$ cat src/rtl/tur.sv
// -----------------------------------------------------------------------------
// tur -- two-piece board scoring stage
//
// Scores two pieces on a 4x4 board with a fixed cell-value table, sums the two
// values and flags whether the sum reaches THRESH. Results are registered, so
// they appear one cycle after a valid sample and hold while in_valid is low.
//
// Parameters
//   THRESH     combined-score threshold for B (B = sum >= THRESH)
//
// Ports
//   clk        in   1  system clock, rising edge
//   rst_n      in   1  asynchronous active-low reset
//   in_valid   in   1  sample X1/Y1/X2/Y2 on this edge
//   X1, Y1     in   2  piece 1 column / row
//   X2, Y2     in   2  piece 2 column / row
//   out_valid  out  1  registered copy of in_valid
//   p1, p2     out  2  cell values of piece 1 / piece 2
//   sum        out  3  p1 + p2 (0..6)
//   B          out  1  sum >= THRESH
// -----------------------------------------------------------------------------
module tur #(
    parameter int unsigned THRESH = 5
) (
    input  logic       clk,
    input  logic       rst_n,
    input  logic       in_valid,
    input  logic [1:0] X1,
    input  logic [1:0] Y1,
    input  logic [1:0] X2,
    input  logic [1:0] Y2,
    output logic       out_valid,
    output logic [1:0] p1,
    output logic [1:0] p2,
    output logic [2:0] sum,
    output logic       B
);

    // Fixed cell-value ROM, indexed {x, y}.
    //   x0: 0 0 0 0 | x1: 0 1 2 1 | x2: 0 2 3 2 | x3: 0 1 2 1
    function automatic logic [1:0] cell_value(input logic [1:0] x, input logic [1:0] y);
        logic [1:0] v;
        case ({x, y})
            4'b01_01: v = 2'd1;
            4'b01_10: v = 2'd2;
            4'b01_11: v = 2'd1;
            4'b10_01: v = 2'd2;
            4'b10_10: v = 2'd3;
            4'b10_11: v = 2'd2;
            4'b11_01: v = 2'd1;
            4'b11_10: v = 2'd2;
            4'b11_11: v = 2'd1;
            default:  v = 2'd0;  // any coordinate on row/column 0
        endcase
        return v;
    endfunction

    logic       out_valid_q;
    logic [1:0] p1_q, p1_d;
    logic [1:0] p2_q, p2_d;
    logic [2:0] sum_q, sum_d;
    logic       b_q, b_d;

    always_comb begin
        p1_d  = cell_value(X1, Y1);
        p2_d  = cell_value(X2, Y2);
        // Widen before adding so 3+3 lands on 6 rather than wrapping.
        sum_d = {1'b0, p1_d} + {1'b0, p2_d};
        b_d   = (32'(sum_d) >= THRESH);
    end

    // Scores only load on a valid sample; otherwise the last result is held.
    always_ff @(posedge clk or negedge rst_n) begin
        if (!rst_n) begin
            out_valid_q <= 1'b0;
            p1_q        <= 2'd0;
            p2_q        <= 2'd0;
            sum_q       <= 3'd0;
            b_q         <= 1'b0;
        end else begin
            out_valid_q <= in_valid;
            if (in_valid) begin
                p1_q  <= p1_d;
                p2_q  <= p2_d;
                sum_q <= sum_d;
                b_q   <= b_d;
            end
        end
    end

    assign out_valid = out_valid_q;
    assign p1        = p1_q;
    assign p2        = p2_q;
    assign sum       = sum_q;
    assign B         = b_q;

endmodule

$ cat config.mk
export PLATFORM = sky130hd
export DESIGN_NAME = tur
export DESIGN_NICKNAME = d
export VERILOG_FILES = /design/src/rtl/tur.sv
export SDC_FILE = /design/constraint.sdc
export NUM_CORES = 1
export LEC_CHECK = 0
export CAP_MARGIN = 30
export CORE_AREA = 2 2 39 41
export CTS_CLUSTER_DIAMETER = 100
export DETAILED_ROUTE_END_ITERATION = 10
export DIE_AREA = 0 0 41 43
export PLACE_DENSITY = 0.69
export SYNTH_ARGS = -nofsm -noshare
export SYNTH_HDL_FRONTEND = slang
export SYNTH_SLANG_ARGS = --single-unit
$ cat constraint.sdc
create_clock -name clk -period 0.96 [get_ports clk]
set_input_delay 0.096 -clock clk [delete_from_list [all_inputs] [get_ports clk]]
set_output_delay 0.096 -clock clk [all_outputs]
set_load 0.005 [all_outputs]
==> impl_metrics.py, run 1 <==
metrics = {
    "power_and_ir_drop": {
        "peakVddDrop_uv": 552,
        "power_density_nw_per_um2": 1340,
        "p_leak_uw": 0.000404,
    },
    "clock_tree": {
        "clk_pin_slew_ns": 0.06,
        "clock_path_buffers": 2,
        "cts_sinks": 9,
        "cts-htree-levels": 1,
        "cts_hold_buffers": 0,
        "cts_root_buf": "clkbuf_4",
        "clkLatencyLatePin_ns": 0.27,
        "cts_inserted_buffers": 3,
        "cts_tree": "built",
    },
    "run_status": {
        "violations": "setup timing",
        "status": "complete, but fails checks",
    },
    "placement": {
        "io_buffers": 19,
        "finalWeightedCongestion": 0.749,
        "dpl.cell_count": 84,
        "placed_area_sq_um": 727,
        "dp_hpwl_um": 753,
    },
    "yosys": {
        "ys_seq_elements": 9,
        "ys_top_cells_by_area": "dfrtp_1 (49%), nand4bb_1 (4.9%), fa_1 (4.3%), nand2_1 (4.1%), nand2b_1 (4.1%)",
        "seq_area_frac_synth_pct": 48.9,
        "netlist_area_sq_um": 460,
        "yosys.area.top_type": "dfrtp_1",
        "syn_avg_cell_area_sq_um": 11.2,
        "ys.warnings.count": 0,
        "synthCells": 41,
        "syn_nets": 54,
        "netlist.area_leader.share_pct": 48.9,
        "yosysUniqueCellTypes": 21,
    },
    "sta": {
        "max_freq_mhz": 804,
        "tightest_slew_ns": 0.399,
        "rsz0062_at_grt": "true",
        "skew_ns": 0,
        "slew_headroom_pct": 73.3,
        "hold_violations": 0,
        "drv_slew": 0,
        "fin_crit_sh_pct": 130,
        "fin_ws_ns": -0.284,
        "finalSetupViolCount": 2,
        "fin_crit_ns": 1.24,
    },
    "critical_path": {
        "worst-path-stages": 8,
        "crit_path_end": "B$_DFFE_PN0P_",
        "cp_max_fo": 3,
        "start_kind": "input pin",
        "r2r_end": "sum[0]$_DFFE_PN0P_",
        "worstReg2RegStart": "sum[0]$_DFFE_PN0P_",
        "crit_type": "input pin to flip-flop",
        "regToRegSetupSlack_ns": 0.09,
        "cp_slowest_stage_delay_ns": 0.52,
        "crit_required_ns": 1.12,
        "cp-startpoint": "X1[0]",
        "critPathCaptureType": "flip-flop",
        "worstPathCellList": "buf_6 -> nand4bb_1 -> nand2_1 -> ha_2 -> inv_2 -> fa_2 -> nor2b_4 -> o31ai_2",
        "crit_buf_inv": 2,
        "rr_worst_depth": 2,
        "cp_top_family": "adder cells",
        "slowest_stage": "fa_2",
        "worstPathArrival_ns": 1.40,
    },
    "layout": {
        "final_cell_mix": "buf_4 (16), dfrtp_1 (9), clkbuf_2 (9)",
        "n_antenna_cell": 0,
        "drive_gt1_share_pct": 55.7,
        "area_delta_synth_final_pct": 66.3,
        "nNetsFinal": 93,
        "final_util_pct": 55.3,
        "finalNonFillerCells": 95,
        "design_area_sq_um": 766,
        "layout_commonest_cell": "buf_4",
    },
    "route": {
        "viasPerCell": 4.71,
        "first_iter_violations": 2,
        "vias": 447,
        "wl_per_cell_um": 10.7,
        "dr.pass1.iters": 2,
        "ant_nets": 0,
        "drt_wl_total_um": 1020,
        "drc": 0,
    },
    "grt": {
        "grtUsageTotal_pct": 15.2,
        "antenna_found_initial": 0,
        "grt_pass1_wl_um": 1680,
        "grt_pass1_vias": 408,
        "overflow": 0,
        "grt_max_degree": 10,
    },
    "flow_run": {
        "drv_cap": 0,
    },
    "die": {
        "io_pins": 20,
        "die_w_um": 41,
        "die-area_sq_um": 1760,
        "core_sq_um": 1380,
        "start_util_pct": 33.3,
        "fp.dieH_um": 43,
        "placementRows": 14,
    },
    "min_path": {
        "min_path_type": "input pin to asynchronous set/reset pin",
    },
}
synthesized netlist by cell type, drive strengths merged:
cell and number:
a31o 1, and2b 2, dfrtp 9, mux2 1
nand3 1, ha 1, buf 1, nand2 5
o31ai 1, nand2b 3, nor2b 1, a31oi 2
inv 2, o21ai 2, nand4bb 2, or2 2
fa 1, o22a 1, a41o 1, nor2 2
per-layer routing:
layer / global-route usage [%] / routed length, um / vias to the layer above
met2: 20.0 / 450 / 17
met1: 18.7 / 461 / 208
met3: 4.71 / 65 / 5
met4: 14.0 / 44 / 0
met5: 0 / 0 / -
li1: - / - / 217
kinds of logic after synthesis:
family | share of synthesized area, %
flops | 48.9
fa+ha+maj | 7.06
mux | 3.26
simple gates | 23.1
compound gates | 13.6
buf+inv | 4.07
report_power, final:
group          total [uW]  switching [uW]  internal, uW
clock network         298             137           161
registers             446            21.3           424
logic                 285             110           175
cell type report:
class	instances	area, sq um
Sequential cell	9	225
Inverter	2	7.51
Timing Repair Buffer	35	253
Multi-Input combinational cell	29	234
Tap cell	16	20.0
Clock buffer	4	26.3
Fill cell	142	618
worst min-delay path by stage:
stage	start	to	slack, ns	depth (start not counted)
CTS	rst_n	B$_DFFE_PN0P_	0.13	1
detailed placement	rst_n	B$_DFFE_PN0P_	0.42	1
floorplan	rst_n	B$_DFFE_PN0P_	-0.20	0
global route	rst_n	sum[1]$_DFFE_PN0P_	0.15	1
finish	rst_n	B$_DFFE_PN0P_	0.12	1
global placement	rst_n	sum[2]$_DFFE_PN0P_	0.41	1
registers in the layout (all words and copies together), names as in the netlist:
register   count
B              1
out_valid      1
p2             2
p1             2
sum            3
timing repair:
item	CTS	global route
setup buffers	6	1
resized for setup	58	12
endpoints found under the setup margin	14	13
gates cloned	0	0
pin swaps	8	7
through the flow:
| step | setup slack, ns | power (uW) | hold WS [ns] | setup TNS [ns] |
|---|---|---|---|---|
| floorplan | -0.377 | 561 | -0.200 | -0.782 |
| global placement | -0.890 | 739 | 0.415 | -3.75 |
| detailed placement | -0.924 | 744 | 0.417 | -3.87 |
| CTS | -0.329 | 1050 | 0.134 | -0.631 |
| global route | -0.332 | 1090 | 0.148 | -0.573 |
| finish | -0.284 | 1030 | 0.120 | -0.456 |
Note: power is estimated with default switching activity, not from simulation.
==> inputs of run 2 (changes only) <==
--- a/config.mk
+++ b/config.mk
@@ -5,7 +5,7 @@
 export SDC_FILE = /design/constraint.sdc
 export NUM_CORES = 1
 export LEC_CHECK = 0
-export CAP_MARGIN = 30
+export CAP_MARGIN = 20
 export CORE_AREA = 2 2 39 41
 export CTS_CLUSTER_DIAMETER = 100
 export DETAILED_ROUTE_END_ITERATION = 10
==> results of run 2 <==
Same layout as run 1: the final DEF is identical, and so are final timing and power.
